$ cat src/rtl/usb_ep_mux.sv
// N-channel AXI4-Stream packet mux feeding the USB packet encoder.
// Forwards one packet per start strobe and splits long transfers at MAX_PACKET beats.
module usb_ep_mux #(
  parameter int CHANNELS   = 4,
  parameter int WIDTH      = 8,
  parameter int MAX_PACKET = 512,
  parameter int SBITS      = $clog2(CHANNELS),
  parameter int LBITS      = $clog2(MAX_PACKET + 1)
) (
  input  logic                      clock,
  input  logic                      reset,
  input  logic                      start_i,
  input  logic [SBITS-1:0]          sel_i,
  input  logic                      abort_i,
  output logic                      busy_o,
  output logic                      done_o,
  output logic                      nak_o,
  output logic                      trunc_o,
  output logic [LBITS-1:0]          len_o,
  input  logic [CHANNELS-1:0]       ch_tvalid_i,
  output logic [CHANNELS-1:0]       ch_tready_o,
  input  logic [CHANNELS-1:0]       ch_tlast_i,
  input  logic [CHANNELS*WIDTH-1:0] ch_tdata_i,
  output logic                      m_tvalid_o,
  input  logic                      m_tready_i,
  output logic                      m_tlast_o,
  output logic [WIDTH-1:0]          m_tdata_o
);

  typedef enum logic {IDLE, XFER} state_e;

  state_e           state_q, state_d;
  logic [SBITS-1:0] sel_q, sel_d;
  logic [LBITS-1:0] cnt_q, cnt_d;
  logic [LBITS-1:0] len_q, len_d;
  logic             done_q, done_d;
  logic             nak_q, nak_d;
  logic             trunc_q, trunc_d;

  logic             start_ok;
  logic             cur_valid;
  logic             cur_last;
  logic [WIDTH-1:0] cur_data;
  logic             at_max;
  logic             xfer;
  logic             beat;
  logic             last_beat;

  // Channel lookups by comparison so an out-of-range sel_i simply matches nothing.
  always_comb begin
    // NOTE: every combinational output gets a default first so no latch is inferred.
    start_ok  = 1'b0;
    cur_valid = 1'b0;
    cur_last  = 1'b0;
    cur_data  = '0;
    for (int k = 0; k < CHANNELS; k++) begin
      if (sel_i == SBITS'(k)) start_ok = ch_tvalid_i[k];
      if (sel_q == SBITS'(k)) begin
        cur_valid = ch_tvalid_i[k];
        cur_last  = ch_tlast_i[k];
        cur_data  = ch_tdata_i[k*WIDTH +: WIDTH];
      end
    end
  end

  assign at_max    = (cnt_q == LBITS'(MAX_PACKET - 1));
  assign xfer      = (state_q == XFER) && !abort_i;
  assign beat      = xfer && cur_valid && m_tready_i;
  assign last_beat = beat && (cur_last || at_max);

  always_ff @(posedge clock or negedge reset) begin
    if (!reset) begin
      state_q <= IDLE;
      sel_q   <= '0;
      cnt_q   <= '0;
      len_q   <= '0;
      done_q  <= 1'b0;
      nak_q   <= 1'b0;
      trunc_q <= 1'b0;
    end else begin
      // NOTE: sequential state uses non-blocking assignments so all registers update together.
      state_q <= state_d;
      sel_q   <= sel_d;
      cnt_q   <= cnt_d;
      len_q   <= len_d;
      done_q  <= done_d;
      nak_q   <= nak_d;
      trunc_q <= trunc_d;
    end
  end

  always_comb begin
    state_d = state_q;
    sel_d   = sel_q;
    cnt_d   = cnt_q;
    len_d   = len_q;
    trunc_d = trunc_q;
    done_d  = 1'b0;
    nak_d   = 1'b0;
    unique case (state_q)
      IDLE: begin
        if (start_i) begin
          if (start_ok) begin
            state_d = XFER;
            sel_d   = sel_i;
            cnt_d   = '0;
          end else begin
            nak_d = 1'b1;
          end
        end
      end
      XFER: begin
        if (abort_i) begin
          state_d = IDLE;
        end else if (last_beat) begin
          // cnt is left at its final value so it never passes MAX_PACKET-1.
          state_d = IDLE;
          done_d  = 1'b1;
          len_d   = cnt_q + 1'b1;
          trunc_d = !cur_last;
        end else if (beat) begin
          cnt_d = cnt_q + 1'b1;
        end
      end
      default: state_d = IDLE;
    endcase
  end

  always_comb begin
    m_tvalid_o  = xfer && cur_valid;
    m_tlast_o   = xfer && (cur_last || at_max);
    m_tdata_o   = cur_data;
    ch_tready_o = '0;
    for (int k = 0; k < CHANNELS; k++) begin
      if (xfer && (sel_q == SBITS'(k))) ch_tready_o[k] = m_tready_i;
    end
    busy_o  = (state_q == XFER);
    done_o  = done_q;
    nak_o   = nak_q;
    trunc_o = trunc_q;
    len_o   = len_q;
  end

endmodule

$ cat config.mk
export PLATFORM = sky130hd
export DESIGN_NAME = usb_ep_mux
export DESIGN_NICKNAME = d
export VERILOG_FILES = /design/src/rtl/usb_ep_mux.sv
export SDC_FILE = /design/constraint.sdc
export NUM_CORES = 1
export LEC_CHECK = 0
export CELL_PAD_IN_SITES_DETAIL_PLACEMENT = 0
export CELL_PAD_IN_SITES_GLOBAL_PLACEMENT = 1
export CORE_ASPECT_RATIO = 1.2
export CORE_UTILIZATION = 31
export DETAILED_ROUTE_END_ITERATION = 16
export PLACE_DENSITY_LB_ADDON = 0.1
export SLEW_MARGIN = 20
export SYNTH_ARGS = -nofsm -noshare
export SYNTH_HDL_FRONTEND = slang
export SYNTH_SLANG_ARGS = --single-unit
$ cat constraint.sdc
create_clock -name clock -period 2.38 [get_ports clock]
set_input_delay 0.238 -clock clock [delete_from_list [all_inputs] [get_ports clock]]
set_output_delay 0.238 -clock clock [all_outputs]
set_load 0.005 [all_outputs]
Yosys cells after proc, flatten, opt, wreduce, memory -nomap -nowiden
Index checks and enable logic that the tools add are counted.
Storage, ports and cells
  register bits: 26
  input port bits: 47
  output and inout bits: 28
  logic and storage cells: 76
Cells by class
  add/sub/neg operators: 1
  equality and inequality tests: 12
  muxes and demuxes: 37
  bitwise gates (word level): 2
  reductions and logical operators: 17
Operator list (number)
  10-bit two-way mux: 5
  8-bit two-way mux: 4
  1-bit two-way mux: 26
  10-bit case mux with 2 select lines: 1
  10-bit by 1-bit adder with 10-bit output, second input constant: 1
  10-bit by 9-bit equality test with 1-bit output, second input constant: 1
  1-bit logical AND: 9
  2-bit equality test, second input constant: 4
  2-bit != test, second input constant: 4
  3-bit AND reduction: 2
  5-bit AND reduction: 1
  2-bit by 1-bit equality test with 1-bit output, second input constant: 2
  2-bit logical NOT: 2
  1-bit logical NOT: 2
  2-bit by 1-bit != test with 1-bit output, second input constant: 1
  1-bit NOT: 2
  1-bit case mux with 2 select lines: 1
  1-bit logical OR: 1

Depth between registers and ports, before layout
Gate-level depths: netlist (run 1).
  depth after elaboration: 11
  mapped depth: 6
  gate-level depth less buffers: 5

Least setup slack after synthesis (run 1)
OpenSTA, ideal clock, no wires.
  path kind: register -> register
  start point: register cnt_q[0]
  end point: register len_q[4] (netlist: len_o[4])
  setup time: 125 ps
  data arrival time: 1888 ps
  slack: 367 ps
  cell stages (with the launch flop): 7
  path buffers: 1
  clock period less this slack: 2013 ps
  cell sequence: dfrtp_1 ha_1 and4_1 a41o_1 nor2b_1 buf_2 mux2_2
On the way
  word-level cells in the longest chain between the ends: 4
  elaborated cells between the ends (all ways): 5
  classes of those cells: add/sub: 1; eq/ne: 1; reduce/logical: 3
RTL lines
  from (decl): RTL line 34  | logic [LBITS-1:0] cnt_q, cnt_d;
  from (signal assigned): RTL line 84  | cnt_q <= cnt_d;
  branches (longest 4 deep; another with 10-bit by 1-bit adder with 10-bit output)
  to (signal assigned): RTL line 85  | len_q <= len_d;
  to (decl): RTL line 35  | logic [LBITS-1:0] len_q, len_d;
Several ways; the timed one is not identified.
A chain may end at the register's enable or synchronous reset.

Final worst setup path (run 1)
  start point: register sel_q[0]
  end point: output port m_tvalid_o
On the way
  word-level cells in the longest chain between the ends: 6
  elaborated cells between the ends (all ways): 9
  classes of those cells: eq/ne: 3; mux: 4; reduce/logical: 2
RTL lines
  from (decl): RTL line 33  | logic [SBITS-1:0] sel_q, sel_d;
  from (signal assigned): RTL line 83  | sel_q <= sel_d;
  2-bit logical NOT: RTL line 58  | if (sel_q == SBITS'(k)) begin
  1-bit two-way mux (3 in a row): RTL line 58
  1-bit two-way mux *: RTL line 58
  1-bit logical AND *: RTL line 130  | m_tvalid_o = xfer && cur_valid;
  to (decl): RTL line 24  | output logic m_tvalid_o,
Every way passes the cells marked *; elsewhere a longest branch is shown, timed or not.

==> results of run 1 <==
## cells in the mapped netlist (2+ instances only)
cell type,count,area [um2]
dfrtp_1,26,650.6
nand2_1,13,48.80
mux2_2,11,123.9
inv_1,7,26.28
a221o_1,6,60.06
mux4_2,6,135.1
mux2i_1,5,50.05
nor2_1,5,18.77
nor3_1,5,25.02
xnor2_1,5,43.79
clkbuf_1,4,15.01
mux4_1,4,105.1
nand3_1,4,20.02
nor2b_1,3,18.77
nor3b_1,3,22.52
nor4_1,3,18.77
nor4b_1,3,26.28
xor2_1,3,26.28
a2bb2oi_1,2,17.52
and2_1,2,12.51
and4_1,2,17.52
buf_2,2,10.01
buf_6,2,22.52
o21ai_0,2,10.01
## timing repair
item | 4_1_cts | 5_1_grt
gates resized for setup | 0 | 6
buffers inserted | 0 | 2
endpoints found under the setup margin | 0 | 2
## registers in the layout (all words and copies together), names as in the netlist
name and cells:
busy_o 1, cnt_q 10, done_o 1, len_o 10
nak_o 1, sel_q 2, trunc_o 1
## worst register-to-register path, stage by stage, from the launching register on
cell and delay, ns:
dfrtp_1 0.40, buf_4 0.13, mux4_2 0.51, a41o_1 0.24, buf_4 0.17, o21a_4 0.25
a221o_1 0.35
## per-layer routing
metal / vias up / track usage, % / routed length [um]
met4: 0 / 2.708 / 13
li1: 687 / - / -
met2: 40 / 28.82 / 2281
met5: - / 0 / 0
met1: 671 / 21.47 / 1862
met3: 2 / 3.933 / 200
## metrics by stage
stage | utilization, % | hold slack [ns]
6_report | 51.69 | 0.3234
3_3_place_gp | 49.57 | 0.4922
5_1_grt | 51.69 | 0.3584
3_5_place_dp | 49.57 | 0.4950
4_1_cts | 51.01 | 0.3284
2_1_floorplan | - | -0.05759
## kinds of logic after synthesis
logic type	share of synthesized area [%]
AOI/OAI and AO/OA	8.404
xor gates and xnor gates	4.318
adders and majority gates	0.7709
buffers and inverters	4.549
DFF	40.09
muxes	25.52
and+or+nand+nor	16.35
## path summary, 6_finish.rpt
kind	from	to	slack, ns	cells past startpoint
setup / recovery	sel_q[0]	m_tvalid_o	0.12	4
hold / removal	reset	len_o[4]	0.32	2
setup reg to reg	sel_q[0]	cnt_q[2]	0.21	6
hold reg to reg	len_o[5]	len_o[5]	0.51	1
max in group asynchronous	reset	cnt_q[9]	1.81	2
min in group clock	len_o[5]	len_o[5]	0.51	1
## area by class of cell
class                   count  area share (%)
flip-flops and latches     26           25.30
repair buffers             86           32.90
inverters                   7           1.022
multi-input cells          98           35.09
clock inverters             1           1.168
clock buffers               3           1.606
well taps                  60           2.920
## power breakdown
group | internal [uW] | leakage, uW | switching (uW)
Combinational | 400 | 0.000714 | 214
Clock | 225 | 0.0000357 | 152
Sequential | 485 | 0.000348 | 36.5
Total | 1110 | 0.00110 | 403
==> impl_metrics.toml, run 1 <==
[outcome]
status = "completed"

[finish]
layout_common_cells = "clkdlybuf4s50_1, dfrtp_1, nand2_1, mux2_2, buf_4"
layout.cell_area.non_filler_mm2 = 0.002571
multi_input_comb_area_um2 = 902.1
n_antenna_cell = 0
finish.cell_count_without_fillers = 281
nFillCells = 432
final_net_count = 270
sequential_cell_area_um2 = 650.6
final_common_cell = "clkdlybuf4s50_1"
drive_gt1_share_pct = 17.65
syn_to_final_growth_pct = 58.44

[sta]
final_max_slew_viol_count = 0
fin_tns_setup_ns = 0
final.setup.worst_slack_ns = 0.1249
report.final.setup_viol = 0
timing.clock.skew_ns = 0.002127
max_freq_ghz = 0.4434
period_share_pct = 94.75
worst-slew-pin-transition_ns = 0.3362
slew-limit-headroom_pct = 77.42
unrepaired_setup_endpoints_after_global_routing = "false"
post-route-min-period_ns = 2.255
finalHoldViolations = 0

[detailed_routing]
route.detailed.wl_per_inst_um = 15.51
detail_route.wirelength_um = 4358
drt-pass1-iter-count = 4
dr_total_vias = 1400
viasPerCell = 4.982
detail_route.drc_violations = 0
ant_nets_after_route = 0
iter_0_drt_violations = 83

[yosys]
synth_ff_type = "dfrtp_1"
synthesized_flop_and_latch_total = 26
synth.yosys.warnings = 0
synth_area_mm2 = 0.001623
synth-seq-area-share_pct = 40.09
synth_enable_flop_cells = 0
syn_nets = 187
asyncSetResetFlopFracSynth_pct = 100.0
ys_types = 35
avgSynthCellArea_um2 = 11.67
syn-instance-count = 139

[floorplanning]
die_width_um = 68.05
die_h_um = 81.26
floorplan.initialDensity_pct = 32.62
die-area_mm2 = 0.005530
floorplan.rows = 28
design.core.area_mm2 = 0.004975
top_level_ports = 75

[critical_path]
timing.critical_path.fanout_max = 14
timing.setup.critical_path_class = "reg2out"
critical_path.startpoint_type = "flop"
critical_path_required_ns = 2.14
crit_path_cell_trace = "buf_12, mux4_1, and2_1, clkdlybuf4s50_1"
worst-path-buf-inv = 2
crit_slowest_cell = "mux4_1"
crit_arrival_ns = 2.02
critical-path-max-stage-delay_ns = 0.56
setup.worst_path.end_class = "output pin"
timing.critical_path.max_delay_family = "buffers and inverters"

[hold_path]
min_path_type = "in2async"

[clock_tree]
cts_hold_buf = 0
worstSkewPairLatency_ns = 0.27
clkSlewWorstSetupHoldPaths_ns = 0.10
clockBufferDepth = 2
cts_num_sinks = 26
clock_tree.root_cell = "clkbuf_8"
cts_buffer_count = 3
cts_max_level = 1
cts_tree = "yes"

[placed_design]
placement.setup.worst_slack_ns = 0.09424
gp_congestion = 0.7442
placed_area_mm2 = 0.002466
hpwlAfterDp_um = 3510
port_buffers = 74
dp_cells = 275

[pwr]
p_leak_uw = 0.001097
power.density_cell_area_mw_per_mm2 = 588.5
totalPowerFinal_uw = 1513
power.ir.vdd_worst_mv = 0.2716

[grt]
grt_pass1_wl_um = 6962
groute.usage.overall_pct = 16.82
grt_start_max_net_pins = 27
gr-total-overflow = 0
number_of_antenna_violations_at_the_first_check_in_global_routing = 0
number_of_global_route_vias_before_repair = 1491

[run]
cap_viol_max_count = 0
Power figures use the tool's default switching activity.
==> run 2: changes to the inputs <==
--- a/config.mk
+++ b/config.mk
@@ -15,3 +15,4 @@
 export SYNTH_ARGS = -nofsm -noshare
 export SYNTH_HDL_FRONTEND = slang
 export SYNTH_SLANG_ARGS = --single-unit
+export TNS_END_PERCENT = 50
==> impl_metrics.toml, run 2 (same netlist as run 1, synthesis figures left out) <==
[outcome]
status = "completed"

[pwr]
power.ir.vdd_worst_mv = 0.2732
combPwrFrac_pct = 40.2
p_leak_uw = 0.001088
totalPowerFinal_uw = 1508
cellInternalPower_uw = 1105
power.density_cell_area_mw_per_mm2 = 589.0
power.net_switching_uw = 403.1
clock_power_share_pct = 25.0
seq_power_share_pct = 34.8
switching_share_pct = 26.73

[sta]
final_max_slew_viol_count = 0
post-route-min-period_ns = 2.240
max_freq_ghz = 0.4464
hold_slack_ns = 0.3234
timing.clock.skew_ns = 0.002146
slew-limit-headroom_pct = 77.43
worst-slew-pin-transition_ns = 0.3360
fin_tns_setup_ns = 0
unrepaired_setup_endpoints_after_global_routing = "false"
report.final.setup_viol = 0
period_share_pct = 94.13
finalHoldViolations = 0

[floorplanning]
die_h_um = 81.26
die-area_mm2 = 0.005530
top_level_ports = 75
design.core.area_mm2 = 0.004975
die_width_um = 68.05
floorplan.rows = 28
floorplan.initialDensity_pct = 32.62

[critical_path]
worst-path-buf-inv = 2
timing.critical_path.fanout_max = 14
worst_r2r_startpoint = "sel_q[0]"
critical_path_required_ns = 2.14
critical-path-max-stage-delay_ns = 0.51
crit_arrival_ns = 2.00
crit_slowest_cell = "mux4_2"
setup.worst_path.end_class = "output pin"
timing.critical_path.max_delay_family = "buffers and inverters"
timing.setup.critical_path_class = "reg2out"
crit_path_cell_trace = "buf_12, mux4_2, and2_1, clkdlybuf4s50_1"
critical_path.startpoint_type = "flop"
critical_path_startpoint = "sel_q[0]"

[placed_design]
dp_cells = 275
gp_congestion = 0.7442
hpwlAfterDp_um = 3510
port_buffers = 74

[detailed_routing]
drt-pass1-iter-count = 4
route.detailed.wl_per_inst_um = 15.63
iter_0_drt_violations = 83
viasPerCell = 5.007
detail_route.drc_violations = 0
ant_nets_after_route = 0
dr_total_vias = 1402
detail_route.wirelength_um = 4377

[finish]
syn_to_final_growth_pct = 57.75
drive_gt1_share_pct = 17.73
layout_common_cells = "clkdlybuf4s50_1, dfrtp_1, nand2_1, mux2_2, buf_4"
final_net_count = 269
n_antenna_cell = 0
multi_input_comb_area_um2 = 898.4
finish.cell_count_without_fillers = 280
sequential_cell_area_um2 = 650.6
final_common_cell = "clkdlybuf4s50_1"
nFillCells = 434

[grt]
gr-total-overflow = 0
number_of_global_route_vias_before_repair = 1491
number_of_antenna_violations_at_the_first_check_in_global_routing = 0
grt_pass1_wl_um = 6962
groute.usage.overall_pct = 16.82
grt_start_max_net_pins = 27

[clock_tree]
cts_buffer_count = 3
cts_max_level = 1
cts_tree = "yes"
cts_hold_buf = 0
clock_tree.root_cell = "clkbuf_8"
clockBufferDepth = 2
cts_num_sinks = 26
worstSkewPairLatency_ns = 0.27
clkSlewWorstSetupHoldPaths_ns = 0.10

[hold_path]
min_path_type = "in2async"

[run]
cap_viol_max_count = 0
[run 2: cell count changes in the layout (fill, tap and decap cells not counted)]
cell,change
buf_4,-1
mux4_2,+1
mux4_1,-1
[run 2: what timing repair did]
item / in CTS / in global routing
hold endpoints to repair: 0 / 0
setup endpoints to repair: 0 / 2
setup buffers: 0 / 1
gates resized for setup: 0 / 7
[run 2: per-layer routing]
| layer | vias to the layer above | GRT usage (%) | wire length [um] |
|---|---|---|---|
| met5 | - | 0 | 0 |
| met4 | 0 | 2.708 | 13 |
| met3 | 2 | 3.933 | 200 |
| met2 | 40 | 28.82 | 2290 |
| met1 | 676 | 21.47 | 1872 |
| li1 | 684 | - | - |
[run 2: worst paths after layout]
check / depth (start not counted) / slack (ns) / endpoint
min: 2 / 0.32 / len_o[4]
min reg2reg: 1 / 0.51 / len_o[5]
max: 4 / 0.14 / m_tvalid_o
max in group asynchronous: 2 / 1.81 / cnt_q[9]
max reg2reg: 5 / 0.27 / cnt_q[2]
min in group clock: 1 / 0.51 / len_o[5]
[run 2: cell type report]
type                            count  area share, %
Clock inverter                      1          1.173
Sequential cell                    26          25.42
Multi-Input combinational cell     98          35.09
Tap cell                           60          2.933
Clock buffer                        3          1.613
Timing Repair Buffer               85          32.75
Inverter                            7          1.026
[run 2: power groups by stage]
| stage | clock, uW | combinational [uW] | sequential [uW] |
|---|---|---|---|
| 6_report | 377 | 606 | 524 |
| 5_1_grt | 404 | 651 | 533 |
| 4_1_cts | 388 | 597 | 523 |
| 3_5_place_dp | 0 | 594 | 532 |
| 3_3_place_gp | 0 | 586 | 530 |
| 2_1_floorplan | 0 | 279 | 527 |
[run 2: worst register-to-register path, delay by kind of cell (launching register included)]
family	cells	cell delay, ns
AO/OA/AOI/OAI	3	0.84
multiplexers	1	0.55
flip-flops	1	0.43
buffers and inverters	1	0.17
[run 2: per-stage QoR]
stage	instance area [um2]	worst slack, ns	utilization [%]
after floorplan	1623	0.3673	-
after global placement	2466	0.1339	49.57
after detailed placement	2466	0.09424	49.57
after CTS	2537	0.01254	51.01
after global routing	2560	0.007225	51.46
final	2560	0.1397	51.46
==> run 3: changes to the inputs <==
--- a/config.mk
+++ b/config.mk
@@ -8,8 +8,10 @@
 export CELL_PAD_IN_SITES_DETAIL_PLACEMENT = 0
 export CELL_PAD_IN_SITES_GLOBAL_PLACEMENT = 1
 export CORE_ASPECT_RATIO = 1.2
-export CORE_UTILIZATION = 31
+export CORE_UTILIZATION = 28
+export CTS_BUF_LIST = sky130_fd_sc_hd__clkbuf_16
 export DETAILED_ROUTE_END_ITERATION = 16
+export GPL_TIMING_DRIVEN = 0
 export PLACE_DENSITY_LB_ADDON = 0.1
 export SLEW_MARGIN = 20
 export SYNTH_ARGS = -nofsm -noshare
==> constraint.sdc (replaced) <==
create_clock -name clock -period 1.9 [get_ports clock]
set_input_delay 0.19 -clock clock [delete_from_list [all_inputs] [get_ports clock]]
set_output_delay 0.19 -clock clock [all_outputs]
set_load 0.005 [all_outputs]
==> impl_metrics.toml, run 3 (same netlist as run 1, synthesis figures left out) <==
[critical_path]
critical_path_startpoint = "sel_q[0]"
worst-path-buf-inv = 2
crit_path_cell_trace = "mux4_2, a41o_1, buf_6, buf_6, o21a_4, a221o_1"
critPathCapture = "cnt_q[5]"
critical_path_required_ns = 2.05
crit_slowest_cell = "mux4_2"
crit_arrival_ns = 2.28
worst_r2r_startpoint = "sel_q[0]"
r2r_end = "cnt_q[5]"
ff2ff_path_depth = 6
critical_path_depth = 6
timing.setup.critical_path_class = "reg2reg"
timing.critical_path.max_delay_family = "compound AO/OA/AOI/OAI gates"
critPathMostFrequentCell = "buf_6"
regToRegSetupSlack_ns = -0.24
setup.worst_path.end_class = "flop"
critical_path.startpoint_type = "flop"
critical-path-max-stage-delay_ns = 0.53
timing.critical_path.fanout_max = 7

[floorplanning]
die-area_mm2 = 0.006105
floorplan.rows = 30
top_level_ports = 75
die_width_um = 71.50
floorplan.initialDensity_pct = 28.82
design.core.area_mm2 = 0.005630
die_h_um = 85.40

[grt]
grt_start_max_net_pins = 27
gr-total-overflow = 0
number_of_antenna_violations_at_the_first_check_in_global_routing = 0
number_of_global_route_vias_before_repair = 1630
grt_pass1_wl_um = 7721
groute.usage.overall_pct = 16.11

[clock_tree]
cts_num_sinks = 26
clockBufferDepth = 2
clock_tree.root_cell = "clkbuf_16"
worstSkewPairLatency_ns = 0.26
cts_tree = "yes"
cts_buffer_count = 3
cts_max_level = 1
clkSlewWorstSetupHoldPaths_ns = 0.07

[sta]
fin_tns_setup_ns = -2.786
slew-limit-headroom_pct = 60.24
max_freq_ghz = 0.4680
timing.clock.skew_ns = 0.004454
final.setup.worst_slack_ns = -0.2366
final_max_slew_viol_count = 0
report.final.setup_viol = 16
period_share_pct = 112.5
finalHoldViolations = 0
worst-slew-pin-transition_ns = 0.5963
unrepaired_setup_endpoints_after_global_routing = "true"
hold_slack_ns = 0.4633
post-route-min-period_ns = 2.137

[run]
cap_viol_max_count = 0

[pwr]
combPwrFrac_pct = 42.4
power.density_cell_area_mw_per_mm2 = 729.7
clock_power_share_pct = 24.1
power.ir.vdd_worst_mv = 0.4069
switching_share_pct = 27.51
totalPowerFinal_uw = 1990
p_leak_uw = 0.001177
seq_power_share_pct = 33.6
cellInternalPower_uw = 1443
power.net_switching_uw = 547.5

[finish]
drive_gt1_share_pct = 27.95
syn_to_final_growth_pct = 68.08
layout.cell_area.non_filler_mm2 = 0.002728
final_common_cell = "clkdlybuf4s50_1"
final_net_count = 278
n_antenna_cell = 0
layout_common_cells = "clkdlybuf4s50_1, dfrtp_1, buf_4, nand2_1, mux2_2"
nFillCells = 550

[outcome]
violations = "negative setup slack"
status = "finished with violations"

[placed_design]
gp_congestion = 0.7318
port_buffers = 74
placed_area_mm2 = 0.002444
hpwlAfterDp_um = 3518

[detailed_routing]
route.detailed.wl_per_inst_um = 15.99
drt-pass1-iter-count = 4
detail_route.wirelength_um = 4685
dr_total_vias = 1487
iter_0_drt_violations = 47
detail_route.drc_violations = 0
ant_nets_after_route = 0
viasPerCell = 5.075

[hold_path]
min_path_type = "in2async"
[run 3: power groups by stage]
stage	registers, uW	logic (uW)	clock network, uW
2_1_floorplan	660	351	0
3_3_place_gp	669	735	0
3_5_place_dp	669	738	0
4_1_cts	659	815	495
5_1_grt	681	908	513
6_report	668	843	479
[run 3: cell type report]
class	count	area (um2)	share of cell area (%)
inverters	7	26.28	0.9633
well taps	64	80.08	2.936
clock buffers	3	75.07	2.752
flip-flops and latches	26	656.9	24.08
repair buffers	89	869.6	31.88
plain buffers	5	48.80	1.789
clock inverters	1	3.754	0.1376
multi-input cells	98	967.2	35.46
[run 3: routing by layer]
metal / up-vias / global-route usage (%) / wire length [um]
met3: 5 / 2.613 / 228
met5: - / 0 / 0
li1: 701 / - / -
met4: 0 / 4.991 / 66
met2: 56 / 29.52 / 2521
met1: 725 / 19.10 / 1868
[run 3: worst min-delay path by stage]
| stage | start | endpoint | slack [ns] |
|---|---|---|---|
| finish | reset | cnt_q[2] | 0.46 |
| global route | reset | cnt_q[3] | 0.53 |
| CTS | reset | cnt_q[3] | 0.49 |
| detailed placement | reset | cnt_q[2] | 0.24 |
| global placement | len_o[4] | len_o[4] | 0.49 |
| floorplan | reset | busy_o | -0.11 |
[run 3: repair_timing]
action | in CTS | in global routing
cloned | 0 | 1
endpoints found under the hold margin | 26 | 0
pin swaps | 7 | 5
setup endpoints to repair | 36 | 34
gates resized for setup | 25 | 23
hold buffers | 1 | 0
buffers inserted | 7 | 6
[run 3: through the flow]
| step | utilization, % | instances | worst slack [ns] |
|---|---|---|---|
| finish | 48.44 | 293 | -0.2366 |
| global route | 48.44 | 293 | -0.2946 |
| CTS | 46.11 | 289 | -0.2457 |
| detailed placement | 43.40 | 277 | -0.3654 |
| global placement | 43.49 | 277 | -0.3739 |
| floorplan | - | 139 | -0.05409 |
